==> src/rtl/pipeline_hazard_ctrl_pkg.sv <==
// Shared types and constants for the pipeline hazard controller.
package pipeline_hazard_ctrl_pkg;

  typedef enum logic [1:0] {
    RUN    = 2'd0,
    LSTALL = 2'd1,
    MWAIT  = 2'd2,
    FLUSH  = 2'd3
  } state_t;

  localparam int unsigned RR_USED_RM = 0;
  localparam int unsigned RR_USED_RN = 1;
  localparam int unsigned RR_USED_RD = 2;

  // Control-word bit that marks a load in the execute stage.
  localparam int unsigned CTRL_LOADS_BIT = 8;

  localparam int unsigned CNT_W = 3;

endpackage

==> src/rtl/pipeline_hazard_ctrl_hazard_cmp.sv <==
// Load-use detector: matches the execute-stage load destination against
// the register numbers read by the read-register stage.
module hazard_cmp
  import pipeline_hazard_ctrl_pkg::*;
(
  input  logic [2:0] i_num_Rm,
  input  logic [2:0] i_num_Rn,
  input  logic [2:0] i_num_Rd,
  input  logic [2:0] i_used,
  input  logic [2:0] i_ex_num_Rd,
  input  logic       i_ex_loads,
  output logic       o_hazard
);

  logic w_hit_rm;
  logic w_hit_rn;
  logic w_hit_rd;

  always_comb begin
    w_hit_rm = i_used[RR_USED_RM] & (i_num_Rm == i_ex_num_Rd);
    w_hit_rn = i_used[RR_USED_RN] & (i_num_Rn == i_ex_num_Rd);
    w_hit_rd = i_used[RR_USED_RD] & (i_num_Rd == i_ex_num_Rd);
    o_hazard = i_ex_loads & (w_hit_rm | w_hit_rn | w_hit_rd);
  end

endmodule

==> src/rtl/pipeline_hazard_ctrl.sv <==
// Pipeline stage sequencer: load-use stalls, memory freeze, branch squash.
// Define HAZARD_PERFCNT_EN to add the stall_cycles/flush_events counters.
module pipeline_hazard_ctrl
  import pipeline_hazard_ctrl_pkg::*;
#(
  parameter int unsigned LOAD_STALL_CYCLES = 1,
  parameter int unsigned FLUSH_CYCLES      = 2
) (
  input  logic        clk,
  input  logic        rst,
  input  logic [2:0]  rr_num_Rm,
  input  logic [2:0]  rr_num_Rn,
  input  logic [2:0]  rr_num_Rd,
  input  logic [2:0]  rr_used,
  input  logic [2:0]  ex_num_Rd,
  input  logic        ex_loads,
  input  logic        mem_req,
  input  logic        mem_ready,
  input  logic        branch_taken,
  output logic        update_if,
  output logic        update_rr,
  output logic        update_ex,
  output logic        update_mem,
  output logic        bubble_ex,
  output logic        flush_rr,
`ifdef HAZARD_PERFCNT_EN
  output logic [15:0] stall_cycles,
  output logic [15:0] flush_events,
`endif
  output logic        stall
);

  localparam logic [CNT_W-1:0] LSTALL_LOAD = CNT_W'(LOAD_STALL_CYCLES - 1);
  localparam logic [CNT_W-1:0] FLUSH_LOAD  = CNT_W'(FLUSH_CYCLES - 1);

  state_t           r_state;
  logic [CNT_W-1:0] r_cnt;
  logic             r_branch_pending;

  state_t           w_state_nxt;
  logic [CNT_W-1:0] w_cnt_nxt;
  logic             w_pend_nxt;
  logic             w_hazard;
  logic             w_memwait;
  logic             w_take_flush;
  logic             w_uif, w_urr, w_uex, w_umem, w_bub, w_flr;
  logic [CNT_W-1:0] w_cnt_dec;

  hazard_cmp u_hazard_cmp (
    .i_num_Rm    (rr_num_Rm),
    .i_num_Rn    (rr_num_Rn),
    .i_num_Rd    (rr_num_Rd),
    .i_used      (rr_used),
    .i_ex_num_Rd (ex_num_Rd),
    .i_ex_loads  (ex_loads),
    .o_hazard    (w_hazard)
  );

  always_comb begin
    w_memwait    = mem_req & ~mem_ready;
    w_cnt_dec    = (r_cnt != '0) ? r_cnt - 1'b1 : '0;
    w_state_nxt  = r_state;
    w_cnt_nxt    = r_cnt;
    w_pend_nxt   = r_branch_pending;
    w_take_flush = 1'b0;
    w_uif        = 1'b0;
    w_urr        = 1'b0;
    w_uex        = 1'b0;
    w_umem       = 1'b0;
    w_bub        = 1'b0;
    w_flr        = 1'b0;

    unique case (r_state)
      RUN, LSTALL: begin
        if (w_memwait) begin
          w_state_nxt = MWAIT;
          w_pend_nxt  = r_branch_pending | branch_taken;
        end else if (branch_taken) begin
          w_take_flush = 1'b1;
        end else if ((r_state == LSTALL) || w_hazard) begin
          w_uex  = 1'b1;
          w_umem = 1'b1;
          w_bub  = 1'b1;
          if (r_state == RUN) begin
            w_cnt_nxt   = LSTALL_LOAD;
            w_state_nxt = (LSTALL_LOAD != '0) ? LSTALL : RUN;
          end else begin
            w_cnt_nxt   = w_cnt_dec;
            w_state_nxt = (w_cnt_dec == '0) ? RUN : LSTALL;
          end
        end else begin
          {w_uif, w_urr, w_uex, w_umem} = '1;
        end
      end
      MWAIT: begin
        if (w_memwait) begin
          w_pend_nxt = r_branch_pending | branch_taken;
        end else if (r_branch_pending || branch_taken) begin
          w_take_flush = 1'b1;
        end else begin
          {w_uif, w_urr, w_uex, w_umem} = '1;
          w_state_nxt = (r_cnt != '0) ? LSTALL : RUN;
        end
      end
      FLUSH: begin
        // A freeze mid-flush re-arms the full flush once memory completes.
        if (w_memwait) begin
          w_state_nxt = MWAIT;
          w_pend_nxt  = 1'b1;
        end else if (branch_taken) begin
          w_take_flush = 1'b1;
        end else begin
          {w_uif, w_urr, w_uex, w_umem} = '1;
          w_flr       = 1'b1;
          w_cnt_nxt   = w_cnt_dec;
          w_state_nxt = (w_cnt_dec == '0) ? RUN : FLUSH;
        end
      end
      default: w_state_nxt = RUN;
    endcase

    if (w_take_flush) begin
      {w_uif, w_urr, w_uex, w_umem} = '1;
      w_flr       = 1'b1;
      w_bub       = 1'b1;
      w_pend_nxt  = 1'b0;
      w_cnt_nxt   = FLUSH_LOAD;
      w_state_nxt = (FLUSH_LOAD != '0) ? FLUSH : RUN;
    end
  end

  always_comb begin
    update_if  = rst & w_uif;
    update_rr  = rst & w_urr;
    update_ex  = rst & w_uex;
    update_mem = rst & w_umem;
    bubble_ex  = ~rst | w_bub;
    flush_rr   = ~rst | w_flr;
    stall      = ~update_if;
  end

  always_ff @(posedge clk) begin
    if (!rst) begin
      r_state          <= RUN;
      r_cnt            <= '0;
      r_branch_pending <= 1'b0;
    end else begin
      r_state          <= w_state_nxt;
      r_cnt            <= w_cnt_nxt;
      r_branch_pending <= w_pend_nxt;
    end
  end

`ifdef HAZARD_PERFCNT_EN
  logic [15:0] r_stall_cycles;
  logic [15:0] r_flush_events;

  always_ff @(posedge clk) begin
    if (!rst) begin
      r_stall_cycles <= '0;
      r_flush_events <= '0;
    end else begin
      if (stall && (r_stall_cycles != '1))
        r_stall_cycles <= r_stall_cycles + 16'd1;
      if (w_take_flush && (r_flush_events != '1))
        r_flush_events <= r_flush_events + 16'd1;
    end
  end

  always_comb begin
    stall_cycles = r_stall_cycles;
    flush_events = r_flush_events;
  end
`endif

endmodule

==> config.mk <==
export PLATFORM = sky130hd
export DESIGN_NAME = pipeline_hazard_ctrl
export DESIGN_NICKNAME = d
export VERILOG_FILES = /design/src/rtl/pipeline_hazard_ctrl_pkg.sv /design/src/rtl/pipeline_hazard_ctrl_hazard_cmp.sv /design/src/rtl/pipeline_hazard_ctrl.sv
export SDC_FILE = /design/constraint.sdc
export NUM_CORES = 1
export LEC_CHECK = 0
export ABC_AREA = 1
export CORE_MARGIN = 2
export CORE_UTILIZATION = 45
export CTS_CLUSTER_DIAMETER = 40
export DETAILED_ROUTE_END_ITERATION = 10
export DONT_BUFFER_PORTS = 1
export GPL_ROUTABILITY_DRIVEN = 0
export PLACE_DENSITY = 0.71
export SETUP_SLACK_MARGIN = 0.4
export SLEW_MARGIN = 20
export SYNTH_ARGS = -nofsm -noshare
export SYNTH_HDL_FRONTEND = slang
export SYNTH_HIERARCHICAL = 1
export SYNTH_SLANG_ARGS = --single-unit
==> constraint.sdc <==
create_clock -name clk -period 1.4 [get_ports clk]
set_input_delay 0.14 -clock clk [delete_from_list [all_inputs] [get_ports clk]]
set_output_delay 0.14 -clock clk [all_outputs]
set_load 0.1 [all_outputs]
# After elaboration in Yosys (flattened, before gate mapping)
# Cells that the tools add are included.
# classes
n_bitwise	15
n_div	0
eq_ne	23
n_reduce_logical	15
n_addsub	1
magnitude_cmp	0
n_mux	48
n_shift	0
mul	0
# ops
operator	n
$mux W1	26
$mux W3	7
$ne A3 B3 Y1 const B	7
$mux W2	9
$ne A2 B2 Y1 const B	6
$ne A4 B4 Y1 const B	3
$reduce_and A6 Y1	2
$eq A3 B3 Y1	3
$and A1 B1 Y1	7
$pmux W1 S2	3
$pmux W2 S3	1
$pmux W3 S2	1
$reduce_bool A3 Y1	2
$reduce_or A3 Y1	2
$or A1 B1 Y1	5
$reduce_and A5 Y1	1
$eq A2 B2 Y1 const B	2
$reduce_or A2 Y1	2
$logic_not A3 Y1	1
$not A1 Y1	3
$pmux W1 S3	1
$sub A3 B1 Y3 const B	1
$eq A2 B1 Y1 const B	1
$logic_not A2 Y1	1
4 further kinds	5
# totals
latchBits	0
rom_bits	0
ramBits	0
mem_count	0
out_inout_bits	7
register_bits	6
inputBits	21
word_cells	106

# Longest topological paths before layout
# Gate-level depths: netlist (run 1).
# depth
ltp_word	13
ltp_mapped	15
ltp_nobuf	15

# By module
# Netlist (run 1), hierarchy kept.
# modules_own_cells
mod	cells_each	n_inst	seq_area_each_um2	area_per_inst_um2
pipeline_hazard_ctrl	83	1	120.1	509.2
hazard_cmp	50	1	0.0	191.4

# Worst setup path before layout (run 1)
# No wires, ideal clock.
# synth_timing
path_kind	in2out
startpoint	input mem_req
endpoint	output update_rr
arrival_time_ps	5030
setup_slack_ps	-3770
path_buffers	1
t_required_ps	1260
cell_stages	6
cell_sequence	inv_1 -> nor2_4 -> nor2_1 -> o21ai_0 -> inv_1 -> buf_4
# synth_via
elab_chain_len	5
word_cells_on_any_way	10
classes_between	8 x mux; 2 x bitwise
# synth_rtl
element	line	source
start: declaration	pipeline_hazard_ctrl.sv:17	input logic mem_req,
$and A1 B1 Y1 (*)	pipeline_hazard_ctrl.sv:60	w_memwait = mem_req & ~mem_ready;
$mux W1, on equally long branches	n/a	
$pmux W1 S3 or $pmux W1 S2 (tied branches)	n/a	
$mux W1 (*)	n/a	
$and A1 B1 Y1 (*)	n/a	
end: declaration	pipeline_hazard_ctrl.sv:21	output logic update_rr,
# Every way passes the cells marked *; elsewhere a longest branch is shown, timed or not.

# Final worst setup path (run 1)
# layout_timing
startpoint	register r_state[0]
endpoint	output flush_rr
# layout_via
elab_chain_len	5
word_cells_on_any_way	9
classes_between	3 x eq/ne; 3 x mux; 1 x bitwise; 2 x reduce/logical
# layout_rtl
element	line	source
start: declaration	pipeline_hazard_ctrl.sv:36	state_t r_state;
start signal: assignment	pipeline_hazard_ctrl.sv:148	r_state <= w_state_nxt;
$eq A2 B1 Y1, or another cell as far along	pipeline_hazard_ctrl.sv:73	unique case (r_state)
$reduce_or A3 Y1 (no source line)	n/a	
$pmux W1 S2	pipeline_hazard_ctrl.sv:73	
$mux W1 (*)	pipeline_hazard_ctrl.sv:122	if (w_take_flush) begin
$or A1 B1 Y1 (*)	pipeline_hazard_ctrl.sv:138	flush_rr = ~rst | w_flr;
end: declaration	pipeline_hazard_ctrl.sv:25	output logic flush_rr,
# Marks and branches as above.

==> results of run 1 <==
Yosys cell counts:
library cell	number	area, sq um
a21oi_1	5	25.0
a21oi_2	1	8.76
buf_4	2	15.0
dfxtp_1	6	120
ha_1	2	25.0
inv_1	28	105
inv_2	3	11.3
nand2_1	44	165
nand2_2	4	25.0
nand3_1	8	40.0
nand4_1	2	12.5
nor2_1	15	56.3
nor2_2	1	6.26
nor2_4	2	22.5
nor3_1	1	5.00
o21ai_0	4	20.0
o21ai_2	2	17.5
o31ai_1	1	7.51
or2_1	1	6.26
or2_2	1	6.26
layout by cell type (no fill, tap or decap), drive strengths merged:
master and n:
nor2 18, dlygate4sd3 1, ha 2, o31ai 1
nand4 2, clkbuf 4, nor3 1, inv 30
or2 2, o21ai 6, nand3 8, nand2 48
clkinvlp 1, dfxtp 6, a21oi 6, buf 26
what timing repair did:
action,CTS,global route
endpoints found under the setup margin,11,11
gates resized for setup,20,24
hold buffers,1,0
pin swaps,9,22
endpoints found under the hold margin,3,0
buffers inserted,9,5
power by group:
group          internal [mW]  switching [mW]  total (mW)
registers              0.185          0.0131       0.198
clock network          0.109          0.0828       0.192
logic                  0.208           0.336       0.545
state kept, by name, indices dropped and copies added, names as in the netlist:
name              flops
r_cnt                 3
r_state               2
r_branch_pending      1
critical path: stages, from the launching register on:
cell and delay [ns]:
dfxtp_2 0.33, inv_4 0.07, nand2_4 0.06, o21ai_4 0.18, nand2_2 0.10, nand2_2 0.11, inv_4 0.05, o31ai_4 0.06
buf_12 0.21
area by class of cell:
type	count	area share, %
clock buffers	4	2.16
multi-input cells	94	49.0
well taps	16	1.65
repair buffers	27	23.5
inverters	31	13.2
flip-flops and latches	6	10.5
kinds of logic after synthesis:
| group | Yosys count | synth area share (%) |
|---|---|---|
| compound gates | 13 | 11.3 |
| fa+ha+maj | 2 | 3.57 |
| buf+inv | 33 | 18.7 |
| flops | 6 | 17.1 |
| simple gates | 79 | 49.3 |
metal layers:
layer	wire, um	global-route usage [%]	vias to the layer above	share of wire, %
li1	-	-	455	-
met1	951	28.9	406	39
met2	1300	45.4	33	53
met3	132	8.75	9	5.4
met4	73	11.5	0	3.0
met5	0	0	-	0
worst max path at each step:
stage	startpoint	to	slack [ns]	depth (start not counted)
finish	r_state[0]	flush_rr	-0.18	8
CTS	r_state[0]	update_if	-0.15	7
global placement	ex_num_Rd[1]	update_rr	-0.06	14
global route	rr_num_Rm[1]	update_if	-0.28	14
floorplan	ex_num_Rd[1]	update_rr	-1.18	14
detailed placement	ex_num_Rd[0]	update_if	-0.07	14
per-stage QoR:
stage          instances  setup WS, ns
6_report             178        -0.181
3_3_place_gp         159       -0.0569
3_5_place_dp         159       -0.0682
2_1_floorplan        133         -1.18
4_1_cts              173        -0.153
5_1_grt              178        -0.276
==> results.ini, run 1 <==
[synth]
ys_seq_area_share_pct=17.1
syn_area_sq_um=701
syn_nets=156
synth-seq-cells=6
avgSynthCellArea_sq_um=5.27
netlist_instances=133
yosys_warnings=6
ys_types=20

[cells_and_area]
area_growth_pct=73.2
fill_cells=93
layout-drive-gt1-share_pct=51.9
multiInputGateArea_sq_um=594
design_area_sq_um=1210
seq_area_sq_um=128
insertedDiodeCount=0
nets=186
final_core_util_pct=81.5

[drt]
vias=903
drtIter0Drc=29
final_antenna_net_count=0
first_pass_iters=4
wl_per_cell_um=13.8
viasPerCell=5.07
drc=0
wirelength_mm=2.45

[floorplanning]
placementRows=14
die_x_um=43.5
io_pins=28
start_util_pct=47.1
dieArea_sq_um=1890
die_h_um=43.5
fp.coreArea_sq_um=1490

[place]
dpl.hpwl_mm=1.38
portBuffers=0
dpl_cell_area_sq_um=943

[global_routing]
gr-usage-all-layers_pct=26.2
grt_overflow=0
grt_pass1_wl_mm=3.63
antenna_found_initial=0
grt_pass1_vias=877
grt_start_max_net_pins=8

[clock_network]
ctsHtreeMaxLevel=1
clk_latency_ns=0.26
cts-buffers-inserted=3
clockRootBuffer=clkbuf_4
cts.path.max_buffers=2
tritoncts=done
clock-sinks=6
path_clk_slew_ns=0.06

[timing]
final.period_utilization_pct=113
layout_setup_ws_ns=-0.181
setup_viol=8
finalClockSkew_ns=0.0117
rsz0062_at_grt=yes
final-hold-violation-count=0
tightestPinTransition_ns=0.278
tns_ns=-1.03
maxSlewHeadroom_pct=81.6
hold-worst-slack_ns=0.0586
drv_slew=0
finalCriticalPeriod_ns=1.58
fmax_mhz=632

[setup_path]
worstPathRequired_ns=1.26
reg2regPathDepth=11
cp_max_fo=3
crit_path_end_kind=output port
path_class=register to output port
critPathArrivalTime_ns=1.44
r2r_setup_slack_ns=-0.10
start_kind=register
rr_startpoint=r_state[0]
reg2reg_to=r_cnt[0]

[job]
drv_cap=0

[pwr]
ir_drop_mv=0.522
powerDensity_nw_per_um2=770
p_total_mw=0.935
p_leak_nw=0.619

[min_path]
min_path_type=primary input to register
min_from=branch_taken
holdPathEnd=r_cnt[2]
min_delay_path_depth=3

[outcome]
violations=negative setup slack
status=finished, violations left

Power figures use the tool's default switching activity.
==> run 2, diff against run 1 <==
--- a/config.mk
+++ b/config.mk
@@ -8,7 +8,6 @@
 export ABC_AREA = 1
 export CORE_MARGIN = 2
 export CORE_UTILIZATION = 45
-export CTS_CLUSTER_DIAMETER = 40
 export DETAILED_ROUTE_END_ITERATION = 10
 export DONT_BUFFER_PORTS = 1
 export GPL_ROUTABILITY_DRIVEN = 0
@@ -19,3 +18,4 @@
 export SYNTH_HDL_FRONTEND = slang
 export SYNTH_HIERARCHICAL = 1
 export SYNTH_SLANG_ARGS = --single-unit
+export TNS_END_PERCENT = 100
==> results of run 2 <==
Final layout, timing and power as in run 1 (identical DEF).
==> run 3, diff against run 2 <==
--- a/config.mk
+++ b/config.mk
@@ -11,7 +11,8 @@
 export DETAILED_ROUTE_END_ITERATION = 10
 export DONT_BUFFER_PORTS = 1
 export GPL_ROUTABILITY_DRIVEN = 0
-export PLACE_DENSITY = 0.71
+export HOLD_SLACK_MARGIN = 0.12
+export PLACE_DENSITY = 0.73
 export SETUP_SLACK_MARGIN = 0.4
 export SLEW_MARGIN = 20
 export SYNTH_ARGS = -nofsm -noshare
==> constraint.sdc (replaced) <==
create_clock -name clk -period 1.3 [get_ports clk]
set_input_delay 0.13 -clock clk [delete_from_list [all_inputs] [get_ports clk]]
set_output_delay 0.13 -clock clk [all_outputs]
set_load 0.1 [all_outputs]
==> run 3 against run 2 <==
  * The flow still finishes with violations (negative setup slack)
  * Clock power rose by 12%
  * Highest routed layer unchanged
  * Sequential share of layout area about the same
  * First-iteration DRC count grew 41%
  * Final cell count unchanged
  * Cell area increased by 1.1%
==> results.ini, run 3 (synthesis results as in run 1) <==
[cells_and_area]
layout-drive-gt1-share_pct=50.6  ; -1.2 points
top_regs=r_cnt (3), r_state (2), r_branch_pending (1)
insertedDiodeCount=0  ; unchanged
stdcell_count=178  ; unchanged
regMostFlops=r_cnt
multiInputGateArea_sq_um=602  ; +1.3%
layout_common_cells=37 x nand2_1, 15 x buf_4, 14 x inv_1, 9 x nor2_1, 8 x inv_2
largest_reg_flops=3  ; unchanged
final_common_cell=nand2_1
area_growth_pct=75.2
design_area_sq_um=1230  ; +1.1%
nets=186  ; unchanged
fill_cells=98  ; +5.4%
seq_area_sq_um=129  ; +0.98%

[drt]
drtIter0Drc=41  ; +41%
m1WireLength_um=976  ; +2.6%
viasPerCell=5.40  ; +6.5%
met2_length_mm=1.44  ; +11%
first_pass_iters=4  ; unchanged
drc=0  ; unchanged
vias=962  ; +6.5%
wirelength_mm=2.79  ; +14%
wl_per_cell_um=15.6  ; +14%
final_antenna_net_count=0  ; unchanged
route.met3.wl_um=205  ; +55%
top_layer_used=met4

[floorplanning]
io_pins=28  ; unchanged
die_h_um=43.5  ; unchanged
dieArea_sq_um=1890  ; unchanged
die_x_um=43.5  ; unchanged
start_util_pct=47.1  ; unchanged
fp.coreArea_sq_um=1490  ; unchanged
placementRows=14  ; unchanged

[setup_path]
critPathArrivalTime_ns=1.48  ; +0.04 ns
path_common_cell=o21ai_4
path_buf_inv=4  ; +1
cp_max_fo=3  ; unchanged
start_kind=register
crit_path_max_incr_delay_ns=0.33  ; about the same
critPathTopFamily=buffers and inverters
r2r_setup_slack_ns=-0.10  ; about the same
crit_chain=inv_2 > nand2_4 > o21ai_4 > buf_6 > o21ai_4 > clkinvlp_4 > buf_12
path_class=register to output port
crit_path_end_kind=output port
slowest_stage=dfxtp_2
worstPathRequired_ns=1.17  ; -0.09 ns

[clock_network]
hold_buffers=1  ; unchanged
clockRootBuffer=clkbuf_4
clk_latency_ns=0.28  ; +0.02 ns
cts-buffers-inserted=3  ; unchanged
cts.path.max_buffers=2  ; unchanged
path_clk_slew_ns=0.06  ; about the same
tritoncts=done
ctsHtreeMaxLevel=1  ; unchanged
clock-sinks=6  ; unchanged

[outcome]
status=finished, violations left
violations=negative setup slack

[pwr]
p_leak_nw=0.620  ; +0.19%
ir_drop_mv=0.641  ; +23%
powerDensity_nw_per_um2=853  ; +11%
p_total_mw=1.05  ; +12%

[place]
place_inst=163  ; +2.5%
pre_cts_slack_ns=-0.154  ; -0.0857 ns
dpl_cell_area_sq_um=973  ; +3.2%
portBuffers=0  ; unchanged
dpl.hpwl_mm=1.45  ; +5.3%

[global_routing]
antenna_found_initial=0  ; unchanged
grt_overflow=0  ; unchanged
grt_pass1_wl_mm=3.64  ; +0.39%
gr-usage-all-layers_pct=25.7  ; -0.45 points
grt_start_max_net_pins=7  ; -1
grt_pass1_vias=891  ; +1.6%

[timing]
finalCriticalPeriod_ns=1.61
final.period_utilization_pct=124
final-hold-violation-count=0  ; unchanged
fmax_mhz=622
drv_slew=0  ; unchanged
tightestPinTransition_ns=0.289  ; +0.0116 ns
layout_setup_ws_ns=-0.308  ; -0.126 ns
finalClockSkew_ns=0.0193  ; +0.00756 ns
setup_viol=8  ; unchanged
tns_ns=-1.55  ; -0.514 ns
maxSlewHeadroom_pct=80.5  ; -1.1 points
rsz0062_at_grt=yes

[min_path]
min_path_type=primary input to register

[job]
drv_cap=0  ; unchanged

run 3: cell counts in the layout (fill, tap and decap cells not counted):
No cell type changed its count.
run 3: path summary, 6_finish.rpt:
| check | from | endpoint | depth (start not counted) |
|---|---|---|---|
| min | branch_taken | r_cnt[2] | 3 |
| min reg2reg | r_cnt[2] | r_cnt[2] | 2 |
| max reg2reg | r_state[0] | r_state[0] | 9 |
| max | r_state[0] | update_if | 7 |
run 3: repair_timing:
item                                   4_1_cts  5_1_grt
setup endpoints to repair                   11       11
endpoints found under the hold margin        5        2
gates resized for setup                     21       25
buffers inserted                             7        3
pin swaps                                   12       19
run 3: report_power, final:
part | total, mW | switching [mW] | leakage, nW | internal, mW
clock | 0.215 | 0.0968 | 0.0150 | 0.118
sequential | 0.212 | 0.0128 | 0.0514 | 0.199
combinational | 0.621 | 0.379 | 0.554 | 0.241
run 3: final cells by class:
class                      instances  share of cell area, %
sequential                         6                   10.5
tap                               16                   1.63
inverter                          31                   13.0
timing repair buffer              27                   23.6
multi-input combinational         94                   49.0
clock buffer                       4                   2.14
run 3: worst reg2reg max path: cells and delay by family, from the launching register on:
kind / cells / cell delay [ns]
AO/OA/AOI/OAI: 1 / 0.27
flip-flops: 1 / 0.32
AND/OR/NAND/NOR: 5 / 0.41
buffers and inverters: 3 / 0.34
run 3: per-stage QoR:
| stage | utilization, % | hold slack [ns] |
|---|---|---|
| global placement | 65.4 | 0.236 |
| detailed placement | 65.4 | 0.235 |
| global route | 82.4 | 0.0693 |
| finish | 82.4 | 0.0438 |
| CTS | 75.8 | 0.0508 |
| floorplan | - | 0.227 |
run 3: metal layers:
layer	track usage (%)	up-vias
li1	-	455
met4	6.67	0
met3	9.58	25
met1	28.9	421
met2	45.7	61
met5	0	-
